[src/rtl/bt656_pkg.sv]
// Shared BT.656 definitions: preamble bytes, XY bit layout, FSM states and
// the protection-bit function used by both receiver and code generator.
package bt656_pkg;

  localparam logic [7:0] PRE_FF = 8'hFF;
  localparam logic [7:0] PRE_00 = 8'h00;

  // XY = {1, F, V, H, P3, P2, P1, P0}
  localparam int XY_ONE = 7;
  localparam int XY_F   = 6;
  localparam int XY_V   = 5;
  localparam int XY_H   = 4;

  typedef enum logic [2:0] {
    S_SEARCH = 3'd0,
    S_P1     = 3'd1,
    S_P2     = 3'd2,
    S_P3     = 3'd3,
    S_DATA   = 3'd4
  } state_t;

  // Protection nibble {P3,P2,P1,P0} for a given F/V/H
  function automatic logic [3:0] bt656_prot(input logic f, input logic v, input logic h);
    return {v ^ h, f ^ h, f ^ v, f ^ v ^ h};
  endfunction

endpackage

[src/rtl/bt656_xy_check.sv]
// Combinational XY decode and protection check; shared with the TX side.
module bt656_xy_check
  import bt656_pkg::*;
(
  input  logic [7:0] xy,
  output logic       f,
  output logic       v,
  output logic       h,
  output logic       ok
);

  assign f  = xy[XY_F];
  assign v  = xy[XY_V];
  assign h  = xy[XY_H];
  assign ok = xy[XY_ONE] & (xy[3:0] == bt656_prot(xy[XY_F], xy[XY_V], xy[XY_H]));

endmodule

[src/rtl/bt656_rx.sv]
// BT.656 receiver: locks to SAV/EAV timing codes, tracks H/V/F and line
// counts, and unpacks Cb-Y0-Cr-Y1 quads into 32-bit pixel-pair words.
module bt656_rx
  import bt656_pkg::*;
#(
  parameter int ACTIVE_PAIRS = 360,
  parameter int LINE_W       = 10,
  parameter int PAIR_W       = 9
) (
  input  logic              clk_59m,
  input  logic              rst,
  input  logic [7:0]        din,
  input  logic              din_valid,
  output logic [31:0]       pix_data,
  output logic              pix_valid,
  output logic              active,
  output logic              hs,
  output logic              vs,
  output logic              field,
  output logic [LINE_W-1:0] line_cnt,
  output logic [PAIR_W-1:0] pair_cnt,
  output logic              locked,
  output logic              code_err,
  output logic              ovf_err
);

  state_t      state, state_nxt;
  logic        xy_f, xy_v, xy_h, xy_ok;
  logic        cap, code_ok, code_bad;
  logic [1:0]  phase;
  logic [7:0]  cb_q, y0_q, cr_q;

  bt656_xy_check u_xy (
    .xy (din),
    .f  (xy_f),
    .v  (xy_v),
    .h  (xy_h),
    .ok (xy_ok)
  );

  // Timing-code state register
  always_ff @(posedge clk_59m or posedge rst) begin
    if (rst) state <= S_SEARCH;
    else     state <= state_nxt;
  end

  // Next state and per-byte actions; nothing moves without din_valid
  always_comb begin
    state_nxt = state;
    cap       = 1'b0;
    code_ok   = 1'b0;
    code_bad  = 1'b0;
    if (din_valid) begin
      unique case (state)
        S_SEARCH: if (din == PRE_FF) state_nxt = S_P1;
        S_P1: begin
          if (din == PRE_00)      state_nxt = S_P2;
          else if (din == PRE_FF) state_nxt = S_P1;
          else                    state_nxt = locked ? S_DATA : S_SEARCH;
        end
        S_P2: begin
          if (din == PRE_00)      state_nxt = S_P3;
          else if (din == PRE_FF) state_nxt = S_P1;
          else                    state_nxt = locked ? S_DATA : S_SEARCH;
        end
        S_P3: begin
          if (xy_ok) begin
            code_ok   = 1'b1;
            state_nxt = xy_h ? S_SEARCH : S_DATA;
          end else begin
            code_bad  = 1'b1;
            state_nxt = S_SEARCH;
          end
        end
        S_DATA: begin
          if (din == PRE_FF) state_nxt = S_P1;
          else               cap = 1'b1;
        end
        default: state_nxt = S_SEARCH;
      endcase
    end
  end

  // Sample capture and pair emission; any non-captured byte restarts the quad
  always_ff @(posedge clk_59m or posedge rst) begin
    if (rst) begin
      phase     <= 2'd0;
      cb_q      <= 8'd0;
      y0_q      <= 8'd0;
      cr_q      <= 8'd0;
      pix_data  <= 32'd0;
      pix_valid <= 1'b0;
      pair_cnt  <= '0;
      ovf_err   <= 1'b0;
    end else begin
      pix_valid <= 1'b0;
      ovf_err   <= 1'b0;
      if (din_valid) begin
        if (cap) begin
          phase <= phase + 2'd1;
          unique case (phase)
            2'd0: cb_q <= din;
            2'd1: y0_q <= din;
            2'd2: cr_q <= din;
            2'd3: begin
              if (active) begin
                if (pair_cnt == PAIR_W'(ACTIVE_PAIRS)) begin
                  ovf_err <= 1'b1;
                end else begin
                  pix_data  <= {cb_q, y0_q, cr_q, din};
                  pix_valid <= 1'b1;
                  pair_cnt  <= pair_cnt + 1'b1;
                end
              end
            end
            default: ;
          endcase
        end else begin
          phase <= 2'd0;
        end
        if (code_ok && !xy_h) pair_cnt <= '0;
      end
    end
  end

  // Timing recovery from valid codes; error handling on bad protection
  always_ff @(posedge clk_59m or posedge rst) begin
    if (rst) begin
      active   <= 1'b0;
      hs       <= 1'b0;
      vs       <= 1'b0;
      field    <= 1'b0;
      line_cnt <= '0;
      locked   <= 1'b0;
      code_err <= 1'b0;
    end else begin
      hs       <= 1'b0;
      code_err <= 1'b0;
      if (din_valid) begin
        if (code_bad) begin
          code_err <= 1'b1;
          locked   <= 1'b0;
        end
        if (code_ok) begin
          locked <= 1'b1;
          vs     <= xy_v;
          field  <= xy_f;
          // New field or end of vertical blanking restarts the line index
          if ((vs && !xy_v) || (field != xy_f))
            line_cnt <= '0;
          else if (xy_h && active && (line_cnt != '1))
            line_cnt <= line_cnt + 1'b1;
          if (xy_h) begin
            hs     <= 1'b1;
            active <= 1'b0;
          end else begin
            active <= ~xy_v;
          end
        end
      end
    end
  end

endmodule

[config.mk]
export PLATFORM = sky130hd
export DESIGN_NAME = bt656_rx
export DESIGN_NICKNAME = d
export VERILOG_FILES = /design/src/rtl/bt656_pkg.sv /design/src/rtl/bt656_xy_check.sv /design/src/rtl/bt656_rx.sv
export SDC_FILE = /design/constraint.sdc
export NUM_CORES = 1
export LEC_CHECK = 0
export ABC_AREA = 1
export BUFFER_PORTS_ARGS = -buffer_cell sky130_fd_sc_hd__buf_4
export CAP_MARGIN = 20
export CORE_UTILIZATION = 57
export CTS_CLUSTER_SIZE = 16
export DETAILED_ROUTE_END_ITERATION = 8
export PLACE_DENSITY_LB_ADDON = 0.1
export SLEW_MARGIN = 15
export SYNTH_ARGS = -nofsm -noshare
export SYNTH_HDL_FRONTEND = slang
export SYNTH_HIERARCHICAL = 1
export SYNTH_SLANG_ARGS = --single-unit
[constraint.sdc]
create_clock -name clk_59m -period 3.8 [get_ports clk_59m]
set_input_delay 0.76 -clock clk_59m [delete_from_list [all_inputs] [get_ports clk_59m]]
set_output_delay 0.76 -clock clk_59m [all_outputs]
set_load 0.1 [all_outputs]
**Word level (Yosys, flattened, before mapping)**

Index checks and enable logic that the tools add are counted.

- Register bits: 88
- Bits of input ports: 11
- Output and inout port bits: 59
- Word-level logic and storage cells: 108

- Add/subtract/negate cells: 3
- Equal/unequal tests: 14
- Muxes and demuxes: 43
- Bitwise logic cells: 7
- Reductions and logical operators: 25

Operators by type and width:

| operator | number |
|---|---|
| 2-to-1 mux 9 bit | 5 |
| 2-to-1 mux 1 bit | 27 |
| 2-to-1 mux 3 bit | 7 |
| 2-to-1 mux 10 bit | 2 |
| case mux 3 bit (4 select lines) | 1 |
| AND reduction 3 bit | 4 |
| adder 10 x 1 -> 10 bit, second input constant | 1 |
| != test 10 bit, second input constant | 1 |
| AND reduction 5 bit | 2 |
| nonzero test 2 bit | 5 |
| adder 9 x 1 -> 9 bit, second input constant | 1 |
| equality test 9 bit, second input constant | 1 |
| equality test 8 bit, second input constant | 1 |
| logical NOT 8 bit | 1 |
| equality test 3 x 2 -> 1 bit, second input constant | 2 |
| AND reduction 2 bit | 3 |
| equality test 2 bit, second input constant | 2 |
| equality test 4 bit | 1 |
| logical AND 1 bit | 4 |
| != test 2 x 1 -> 1 bit, second input constant | 2 |
| bitwise XOR 1 bit | 4 |
| equality test 3 x 1 -> 1 bit, second input constant | 1 |
| equality test 3 bit, second input constant | 1 |
| logical NOT 3 bit | 1 |
| 10 further kinds | 12 |

**Longest topological paths before layout**

Gate-level depths: netlist of the first run.

- Depth in word-level cells: 10
- Depth in mapped cells: 14
- Gate-level depth less buffers: 13

**By module**

The synthesis of the first run kept the hierarchy.

By module, submodules not included:

| module | instances | cells each | area an instance (sq um) | seq. area each (sq um) |
|---|---|---|---|---|
| bt656_rx | 1 | 490 | 4266.6 | 2202.1 |
| bt656_xy_check | 1 | 42 | 182.7 | 0.0 |

**Worst setup path after synthesis of the first run**

No wires, ideal clock.

- Path kind: register to register
- Start point: register pair_cnt[0]
- End point: register pix_data[0]
- Library setup time: 122 ps
- Arrival: 2190 ps
- Data required time: 3678 ps
- Slack: 1488 ps
- Cell stages (with the launch flop): 12
- Buffers on the path: 1
- Clock period less this slack: 2312 ps
- Cell sequence: dfrtp_1 -> inv_1 -> ha_1 -> nand2_1 -> nor2_1 -> nand2_2 -> nand3_4 -> inv_2 -> nand2_8 -> buf_4 -> nand2_1 -> nand2_1

- Longest elaborated chain between the ends: 3

RTL lines:

| element | RTL line | source |
|---|---|---|
| start, declared | bt656_rx.sv:21 | `output logic [PAIR_W-1:0] pair_cnt,` |
| start signal, assigned | bt656_rx.sv:112 | `pair_cnt <= pair_cnt + 1'b1;` |
| equality test 9 bit | bt656_rx.sv:107 | `if (pair_cnt == PAIR_W'(ACTIVE_PAIRS)) begin` |
| NOT 1 bit (no source line) | -- |  |
| AND reduction 5 bit (no source line) | -- |  |
| end signal, assigned | bt656_rx.sv:110 | `pix_data <= {cb_q, y0_q, cr_q, din};` |
| end, declared | bt656_rx.sv:14 | `output logic [31:0] pix_data,` |

Every way passes these cells.
A chain may end at the register's enable or synchronous reset.

**Worst setup path in the final report of the first run**

- Start point: input port din[4]
- End point: register line_cnt[3]

- Longest elaborated chain between the ends: 7
- Elaborated cells between the ends (all ways): 12
- Those cells by class: 1 x eq/ne; 3 x mux; 4 x bitwise; 4 x reduce/logical

RTL lines:

| element | RTL line | source |
|---|---|---|
| start, declared | bt656_rx.sv:12 | `input logic [7:0] din,` |
| bitwise XOR 1 bit | bt656_pkg.sv:24 | `return {v ^ h, f ^ h, f ^ v, f ^ v ^ h};` |
| equality test 4 bit (*) | bt656_xy_check.sv:15 | `assign ok = xy[XY_ONE] & (xy[3:0] == bt656_prot(xy[XY_F], xy[XY_V], xy[XY_H]));` |
| bitwise AND 1 bit (*) | bt656_xy_check.sv:15 |  |
| named net xy_ok | bt656_rx.sv:28 | `logic xy_f, xy_v, xy_h, xy_ok;` |
| 2-to-1 mux 1 bit (*) | bt656_rx.sv:67 | `if (xy_ok) begin` |
| 2-to-1 mux 1 bit (*) | bt656_rx.sv:54 | `unique case (state)` |
| 2-to-1 mux 1 bit (*) | bt656_rx.sv:53 | `if (din_valid) begin` |
| AND reduction 3 bit (no source line) (*) | -- |  |
| end signal, assigned | bt656_rx.sv:152 | `line_cnt <= line_cnt + 1'b1;` |
| end, declared | bt656_rx.sv:20 | `output logic [LINE_W-1:0] line_cnt,` |

Mark *: on every way through the listed nets, which the timed path passes. The rest lies on a longest branch.

==> summary.md, run 1 <==
| Metric | Value |
|---|---|
| Final-layout fill cell count | 636 |
| Register clock-pin slew on the reported worst setup and hold paths | 0.09 ns |
| Post-Syn Instances | 532 |
| RSZ-0062 raised after global routing | no |
| Setup crit start kind | input pin |
| TNS Setup | 0 ns |
| Detailed placement HPWL | 6510 µm |
| Design Area, Final | a little over 5000 µm² |
| Mapped Area | around 4400 µm² |
| 1st-iter DRT viols | 162 |
| Top Layer Used | met4 |
| Routed met2 length | 4480 µm |
| Number of buffers created by CTS | 9 |
| # DRC | 0 |
| Htree depth | 3 |
| Final Core Density | around 69% |
| Grt ovf | 0 |
| Final Hold Fails | 0 |
| Ys async rst share | 100% |
| Die Span X | 90.4 µm |
| Synth top area share | 49.5% |
| CP Buf/Inv Count | 3 |
| Final cell count without fillers | ~700 |
| Vias per cell | 5.08 |
| Crit Path Class | in2reg |
| Area grow syn2layout | 15.2% |
| All-Layer GR Usage | 24.5% |
| Final Slew Violations | 0 |
| Worst path required time | 4.05 ns |
| Total power | 1.94 mW |
| Via count | 3561 |
| Peak supply drop | 0.249 mV |
| # setup viols final | 0 |
| CTS resizes | 0 |
| Clock root buffer | clkbuf_8 |
| Worst-case clock buffer depth | 2 |
| Clock latency on the worst-skew pair | between 0.3 and 0.4 ns |
| Critical Path Sink Type | flip-flop |
| Post-synth EDFFs | 0 |
| Area after DPL | 4930 µm² |
| DR pass1 iterations | 4 |
| Max Clock Freq | 0.483 GHz |
| Cell Pwr Density | 379 nW/µm² |
| GP Congestion | 0.873 |
| Total die area | around 8200 µm² |
| Static Leak | 2.80 nW |
| Initial core utilization | 60.1% |
| Period utilization | 54.4% |
| CTS sink count | 88 |
| Placed insts | between 600 and 700 |
| DRT met1 WL | 4200 µm |
| Total routed wirelength | 9180 µm |
| WL met3 | 350 µm |
| First-pass GRT wire length | about 16000 µm |
| Number of antenna violations at the first check in global routing | 0 |
| Critical path's top delay family | simple AND/OR/NAND/NOR gates |
| Top cells by area, synth | dfrtp_1 49%, nand2_1 17%, inv_1 5.0% |
| Register Area | between 2000 and 2500 µm² |
| Clock skew | 0.0133 ns |
| Rows | 31 |
| Most used DFF post-synth | dfrtp_1 |
| Diode count | 0 |
| Period minus WS final | a little over 2 ns |
| Synth Register Bits | 88 |
| Total Nets Final | 615 |
| Post-synthesis sequential area ratio | 49.5% |
| CP peak stage delay | about 0.28 ns |
| Ys Warns | 6 |
| Layout cell share with drive strength beyond 1 | 23.3% |
| Number of global-route vias before repair | 3348 |
| Final ANT Viol Nets | 0 |
| HP Class | reg2reg |
| Core area | 7410 µm² |
| Leading area contributor after synthesis | dfrtp_1 |
| I/O pins | 70 |
| Drt wl/cell | 13.1 µm |
| Largest net degree at the start of global routing | 64 |
| Postcts setup bufs | 0 |
| Top cell by count, worst path | nand2_1 |
| I/O Buffers | 69 |
| Slew @ Worst Pin | around 0.75 ns |
| Die height | between 90 and 100 µm |
| CP max FO | 20 |
| Mapped Nets | 550 |
| Post-synth cell types | 35 |
| CP arrival | 2.32 ns |
| CP Cell Sequence | buf_4 > inv_2 > nand2_1 > nand2_1 > nand2_1 > nand2_1 > nand2_1 > nor2_2 > inv_1 > nor2_8 > nand2_2 > nand2_1 > o21ai_2 |
| Max-cap violation count | 0 |
| Max-slew headroom | roughly 50% |
| Slowest CP cell | nand2_2 |
| CTS tree | built |
| Hold buffers post-CTS | 0 |
| Syn Area/Cell | 8.36 µm² |
| Status | completed |
| Area of the multi-input gates | 1840 µm² |
-- power by group --
part           total (mW)  internal (mW)  leakage, nW  switching, mW
sequential           1.08           1.03         1.15         0.0463
combinational       0.251         0.0769         1.56          0.174
clock               0.614          0.250       0.0892          0.365
-- logic make-up after synthesis --
group                    after synthesis  share of synthesized area [%]
AND/OR/NAND/NOR                      295                           31.0
flip-flops                            88                           49.5
buffers and inverters                 80                           9.25
AO/OA/AOI/OAI                         60                           7.85
adder cells (fa/ha/maj)                7                           1.97
XOR/XNOR                               2                          0.394
-- cell type report --
class	count	area share, %
Timing Repair Buffer	71	10.4
Inverter	63	4.66
Clock buffer	9	2.42
Multi-Input combinational cell	364	35.8
Clock inverter	7	1.29
Tap cell	99	2.42
Sequential cell	88	43.0
-- per-stage QoR --
| stage | hold slack [ns] | setup slack (ns) |
|---|---|---|
| detailed placement | 0.462 | 1.37 |
| finish | 0.474 | 1.73 |
| CTS | 0.480 | 1.77 |
| global route | 0.501 | 1.56 |
| global placement | 0.459 | 1.49 |
| floorplan | 0.443 | 0.761 |
-- worst reg2reg max path, cell delays in order (launching register included) --
cell and delay [ns]:
dfrtp_1 0.41, ha_1 0.18, nand2_1 0.09, nor2_1 0.21
nand3_1 0.12, nand2_1 0.07, nand2_1 0.05, nand2_2 0.36
nand2_1 0.14, o21ai_2 0.08
-- metal layers --
layer,up-vias,global-route usage [%]
met5,-,0
met4,0,9.14
met3,15,3.70
met2,80,41.2
met1,1677,32.2
li1,1789,-
-- synth_stat cells, types with 3 or more instances --
library cell	number
buf_4	4
nand2_2	12
o21ai_2	11
nor2_2	3
o21ai_1	28
ha_1	7
inv_2	3
nand2_1	200
or2_2	4
dfrtp_1	88
nand3_2	9
nor2_1	18
inv_1	59
o21ai_0	18
buf_6	9
nor2_4	3
nand4_1	3
nand3_1	33
-- worst paths after layout --
path	endpoint	cells after the start	slack [ns]	start
worst max-delay path	line_cnt[3]	13	1.73	din[4]
worst min-delay path	pix_data[22]	2	0.47	y0_q[6]
worst max register to register	line_cnt[3]	9	2.04	line_cnt[1]
worst min register to register	pix_data[22]	2	0.47	y0_q[6]
max in group asynchronous	pix_data[16]	3	2.56	rst
min in group asynchronous	pair_cnt[5]	2	0.51	rst
-- cells in the final DEF (no fill, tap or decap), drive strengths merged, types with 4 or more instances in the layout --
master and count:
clkbuf 9, inv 64, nand3 43, or2 4, ha 7, o21ai 57, dfrtp 88, clkinv 4
nor2 26, nand2 214, buf 71
-- registers in the layout, summed over array words and instances, names as in the netlist, 2 cells and up --
| signal | cells |
|---|---|
| cb_q | 8 |
| pair_cnt | 9 |
| pix_data | 32 |
| line_cnt | 10 |
| cr_q | 8 |
| phase | 2 |
| state | 3 |
| y0_q | 8 |
Note: power is estimated with default switching activity, not from simulation.
==> run 2, diff against run 1 <==
Settings changed: ABC_AREA 1 to 0, CORE_UTILIZATION 57 to 50.
Clock period 3.8 ns to 1.9 ns, I/O delays scaled along.
==> summary.md, run 2 <==
| Metric | Value |
|---|---|
| Final hold slack | 0.0619 ns |
| Power share of the clock group | 33.1% |
| R2R setup slack | 0 ns |
| Setup crit start kind | input pin |
| Cell Pwr Density | 631 nW/µm² |
| Synth Register Bits | 88 |
| Total routed wirelength | just under 10000 µm |
| Design Area, Final | ~5700 µm² |
| HP Class | in2async |
| Clock root buffer | clkbuf_8 |
| Int Power | 2.67 mW |
| Top cells by area, synth | dfrtp_1 54%, mux2_2 16%, ha_1 2.1% |
| NetSw | approximately 940 µW |
| Grt ovf | 0 |
| CP Buf/Inv Count | 3 |
| RR Startpoint | phase[0] |
| Core area | 7850 µm² |
| Net Sw Frac | 26.0% |
| RSZ-0062 raised after global routing | yes |
| Drt wl/cell | ~17 µm |
| Mapped Area | 4110 µm² |
| Area grow syn2layout | 39.2% |
| Crit Path Class | in2reg |
| Largest register by flop count | pix_data |
| CP arrival | 2.20 ns |
| All-Layer GR Usage | 23.5% |
| Total die area | 8590 µm² |
| Max reg flops | 32 |
| Post-synth EDFFs | 0 |
| Ys Warns | 6 |
| Commonest cells in the netlist | 88 x dfrtp_1, 58 x mux2_2, 20 x nand2_1, 15 x a21oi_1, 15 x inv_1 |
| Largest net degree at the start of global routing | 36 |
| Vias per cell | 5.61 |
| Ys async rst share | 100% |
| DR pass1 iterations | 4 |
| Register clock-pin slew on the reported worst setup and hold paths | 0.10 ns |
| Top cell by count, worst path | buf_4 |
| Post-synthesis sequential area ratio | 53.5% |
| Final ANT Viol Nets | 0 |
| I/O Buffers | 69 |
| Final Core Density | 73.0% |
| Worst path required time | 2.17 ns |
| Via count | 3204 |
| Period utilization | 102% |
| Peak supply drop | approximately 0.50 mV |
| Final WS setup | -0.0312 ns |
| Area after DPL | 5330 µm² |
| Max-cap violation count | 0 |
| Synth top area share | about 54% |
| CTS tree | built |
| Critical path's top delay family | simple AND/OR/NAND/NOR gates |
| Reg power frac | a little under three fifths |
| Critical Path Sink Type | flip-flop |
| Violated checks | negative setup slack |
| Comb pwr share | under 10% |
| Setup crit start | din[0] |
| Final Hold Fails | 0 |
| Post-synth cell types | 53 |
| Commonest non-fill, non-tap cell in the layout | buf_4 |
| Max Clock Freq | ~0.52 GHz |
| Syn Area/Cell | 11.9 µm² |
| Die height | 92.7 µm |
| Period minus WS final | 1.93 ns |
| Static Leak | 2.68 nW |
| Most common cell in the synthesized netlist | dfrtp_1 |
| GP Congestion | just over 0.8 |
| Die Span X | 92.7 µm |
| Detailed placement HPWL | approximately 6700 µm |
| Number of buffers created by CTS | 9 |
| # DRC | 0 |
| Total power | 3.61 mW |
| Number of antenna violations at the first check in global routing | 0 |
| Rows | 32 |
| Slowest CP cell | a211o_1 |
| CP max FO | 6 |
| Clock latency on the worst-skew pair | approximately 0.35 ns |
| Final Slew Violations | 0 |
| Worst-case clock buffer depth | 2 |
| Final-layout fill cell count | 563 |
| Biggest regs | pix_data (32), line_cnt (10), pair_cnt (9) |
| Mapped Nets | around 360 |
| Max-slew headroom | between 60% and 70% |
| Clock skew | 0.0114 ns |
| Total Nets Final | approximately 480 |
| Diode count | 0 |
| Slew @ Worst Pin | 0.529 ns |
| CTS sink count | between 80 and 90 |
| CP Cell Sequence | buf_4 > nor2b_4 > mux2_4 > a211o_1 > and4_4 > and4bb_2 > buf_4 > and3_1 > buf_6 > a21oi_1 |
| Leading area contributor after synthesis | dfrtp_1 |
| Hold buffers post-CTS | 0 |
| I/O pins | 70 |
| Status | finished, violations left |
| Initial core utilization | a little over half |
| Number of global-route vias before repair | 3162 |
| CP peak stage delay | 0.29 ns |
| Layout cell share with drive strength beyond 1 | 53.5% |
| Htree depth | 3 |
| # setup viols final | 5 |
| Most frequent cells in the layout | 108 x buf_4, 66 x dfrtp_1, 33 x mux2_4 |
| First-pass GRT wire length | 15600 µm |
| Post-Syn Instances | 345 |
| 1st-iter DRT viols | 128 |
| Most used DFF post-synth | dfrtp_1 |
==> run 2: kinds of logic after synthesis <==
| kind of cell | count (synthesis) | share of synthesized area [%] |
|---|---|---|
| AO/OA/AOI/OAI | 56 | 9.22 |
| buffers and inverters | 30 | 3.53 |
| flip-flops | 88 | 53.5 |
| multiplexers | 64 | 17.3 |
| AND/OR/NAND/NOR | 97 | 13.6 |
| adder cells (fa/ha/maj) | 7 | 2.13 |
| XOR/XNOR | 3 | 0.639 |
==> run 2: path summary, 6_finish.rpt <==
| check | endpoint | depth (start not counted) |
|---|---|---|
| min in group clk_59m | cr_q[4] | 3 |
| worst min register to register | pix_data[20] | 1 |
| max in group asynchronous | line_cnt[0] | 3 |
| worst min-delay path | pair_cnt[6] | 2 |
| worst max register to register | pix_data[25] | 8 |
| worst max-delay path | pair_cnt[3] | 10 |
==> run 2: routing by layer <==
metal	GRT usage (%)	vias to the layer above	part of all wire, %
met5	0	-	0
met4	6.92	0	1.3
met3	3.94	10	2.4
met2	37.4	60	51
met1	33.1	1632	45
li1	-	1502	-
==> run 2: power groups by stage <==
stage | registers [mW] | logic (mW) | clock network, mW
finish | 2.06 | 0.353 | 1.20
global route | 2.08 | 0.386 | 1.30
CTS | 2.06 | 0.344 | 1.23
detailed placement | 2.10 | 0.342 | 0
global placement | 2.09 | 0.327 | 0
floorplan | 2.08 | 0.212 | 0
==> run 2: per-stage QoR <==
| step | cells | setup slack (ns) | TNS, ns |
|---|---|---|---|
| detailed placement | 545 | -0.350 | -9.56 |
| finish | 571 | -0.0312 | -0.0690 |
| floorplan | 345 | -0.101 | -2.04 |
| global route | 571 | -0.0640 | -1.35 |
| CTS | 561 | -0.0423 | -0.0769 |
| global placement | 545 | -0.284 | -8.54 |
==> run 2: cell type report <==
class	count	area (µm²)	share of cell area (%)
clock buffers	9	124	2.16
clock inverters	7	53.8	0.940
multi-input cells	227	1990	34.7
inverters	15	60.1	1.05
well taps	102	128	2.23
repair buffers	123	1090	19.1
flip-flops and latches	88	2280	39.8
==> run 2: worst reg2reg max path, delay by kind of cell, from the launching register on <==
| kind | cells | cell delay (ns) |
|---|---|---|
| buf+inv | 3 | 0.50 |
| mux | 1 | 0.30 |
| simple gates | 2 | 0.34 |
| fa+ha+maj | 1 | 0.20 |
| compound gates | 1 | 0.08 |
| flops | 1 | 0.39 |
==> run 2: what timing repair did <==
| action | 4_1_cts | 5_1_grt |
|---|---|---|
| gates cloned | 0 | 3 |
| gates resized for setup | 0 | 23 |
| pin swaps | 0 | 10 |
| setup buffers | 0 | 7 |
| endpoints found under the setup margin | 3 | 40 |
==> run 3, diff against run 2 <==
Settings changed: HOLD_SLACK_MARGIN set to 0.15.
==> summary.md, run 3 (same netlist as run 2, synthesis figures left out) <==
| Metric | Value |
|---|---|
| Status | finished, violations left |
| Violated checks | negative setup slack |
| Area after DPL | between 5000 and 6000 µm² |
| Final ANT Viol Nets | 0 |
| CTS tree | built |
| Largest register by flop count | pix_data |
| Design Area, Final | 5740 µm² |
| I/O pins | 70 |
| GP Congestion | 0.830 |
| Final cell count without fillers | 572 |
| Final Hold Fails | 0 |
| Cell Pwr Density | 631 nW/µm² |
| Crit Path Class | in2reg |
| Final hold slack | 0.394 ns |
| RSZ-0062 raised after global routing | yes |
| Diode count | 0 |
| Peak supply drop | 0.496 mV |
| Static Leak | 2.68 nW |
| Grt ovf | 0 |
| Largest net degree at the start of global routing | 36 |
| Commonest non-fill, non-tap cell in the layout | buf_4 |
| Clock skew | roughly 0.012 ns |
| Max-slew headroom | 64.7% |
| Rows | 32 |
| Max reg flops | 32 |
| Die height | 92.7 µm |
| CTS sink count | 88 |
| Area grow syn2layout | 39.5% |
| Layout cell share with drive strength beyond 1 | 53.4% |
| Final WS setup | -0.0302 ns |
| Total routed wirelength | just under 10000 µm |
| Vias per cell | 5.58 |
| Total power | 3.62 mW |
| All-Layer GR Usage | 23.5% |
| Detailed placement HPWL | 6680 µm |
| Most frequent cells in the layout | 108 x buf_4, 66 x dfrtp_1, 33 x mux2_4 |
| Pre-CTS worst setup slack | -0.350 ns |
| Critical Path Sink Type | flip-flop |
| HP Class | in2reg |
| Number of antenna violations at the first check in global routing | 0 |
| Number of global-route vias before repair | around 3200 |
| Clock root buffer | clkbuf_8 |
| Placed insts | 545 |
| Period utilization | 102% |
| Biggest regs | pix_data (32), line_cnt (10), pair_cnt (9) |
| Initial core utilization | 52.4% |
| RR Startpoint | phase[0] |
| Setup crit start kind | input pin |
| Worst-case clock buffer depth | 2 |
| Htree depth | 3 |
| CP max FO | 6 |
| Setup crit start | din[0] |
| Clock latency on the worst-skew pair | 0.36 ns |
| Worst path required time | 2.17 ns |
| Final Core Density | 73.1% |
| Drt wl/cell | 17.3 µm |
| # setup viols final | 4 |
| Slew @ Worst Pin | 0.529 ns |
| Via count | about 3200 |
| Max Clock Freq | 0.518 GHz |
| # DRC | 0 |
| Register clock-pin slew on the reported worst setup and hold paths | roughly 0.09 ns |
| DR pass1 iterations | 4 |
| CP arrival | ~2.2 ns |
| Number of buffers created by CTS | 9 |
| First-pass GRT wire length | 15600 µm |
| 1st-iter DRT viols | 128 |
| Die Span X | 92.7 µm |
| HP Start | din[4] |
| Total Nets Final | 483 |
| Max-cap violation count | 0 |
| Total die area | 8590 µm² |
| I/O Buffers | 69 |
| Core area | around 7800 µm² |
| Period minus WS final | a little under 2 ns |
| Final Slew Violations | 0 |
| TNS Setup | -0.0478 ns |
-- run 3: critical path, stage by stage --
cell and delay [ns]:
buf_4 0.14, nor2b_4 0.13, mux2_4 0.26, a211o_1 0.29
and4_4 0.17, and4bb_2 0.24, buf_4 0.14, and3_1 0.20
buf_6 0.14, a21oi_1 0.12
-- run 3: timing repair --
action / CTS / global route
gates cloned: 0 / 3
hold endpoints to repair: 20 / 0
setup buffers: 0 / 7
endpoints found under the setup margin: 3 / 40
resized for setup: 0 / 23
pin swaps: 0 / 10
hold buffers: 1 / 0
-- run 3: worst paths after layout --
kind | to | slack, ns | cells past startpoint
max | pair_cnt[3] | -0.03 | 10
min | cr_q[4] | 0.39 | 3
max reg2reg | pix_data[25] | 0 | 8
min reg2reg | pix_data[20] | 0.50 | 1
max in group asynchronous | line_cnt[0] | 0.73 | 4
min in group asynchronous | pair_cnt[6] | 0.62 | 3
-- run 3: routing by layer --
layer | GRT usage (%) | vias up | part of all wire, %
li1 | - | 1506 | -
met1 | 33.1 | 1607 | 45
met2 | 37.4 | 71 | 51
met3 | 3.94 | 10 | 3.0
met4 | 6.92 | 0 | 1.3
met5 | 0 | - | 0
-- run 3: power by group --
group	switching, mW	leakage (nW)	internal (mW)
combinational	0.163	1.46	0.191
sequential	0.0676	1.14	2.00
clock	0.713	0.0827	0.487
-- run 3: cell type report --
cell class	instances	area [µm²]
multi-input combinational	227	1990
inverter	15	60.1
timing repair buffer	124	1100
clock inverter	7	53.8
sequential	88	2280
fill	562	2110
tap	102	128
clock buffer	9	124
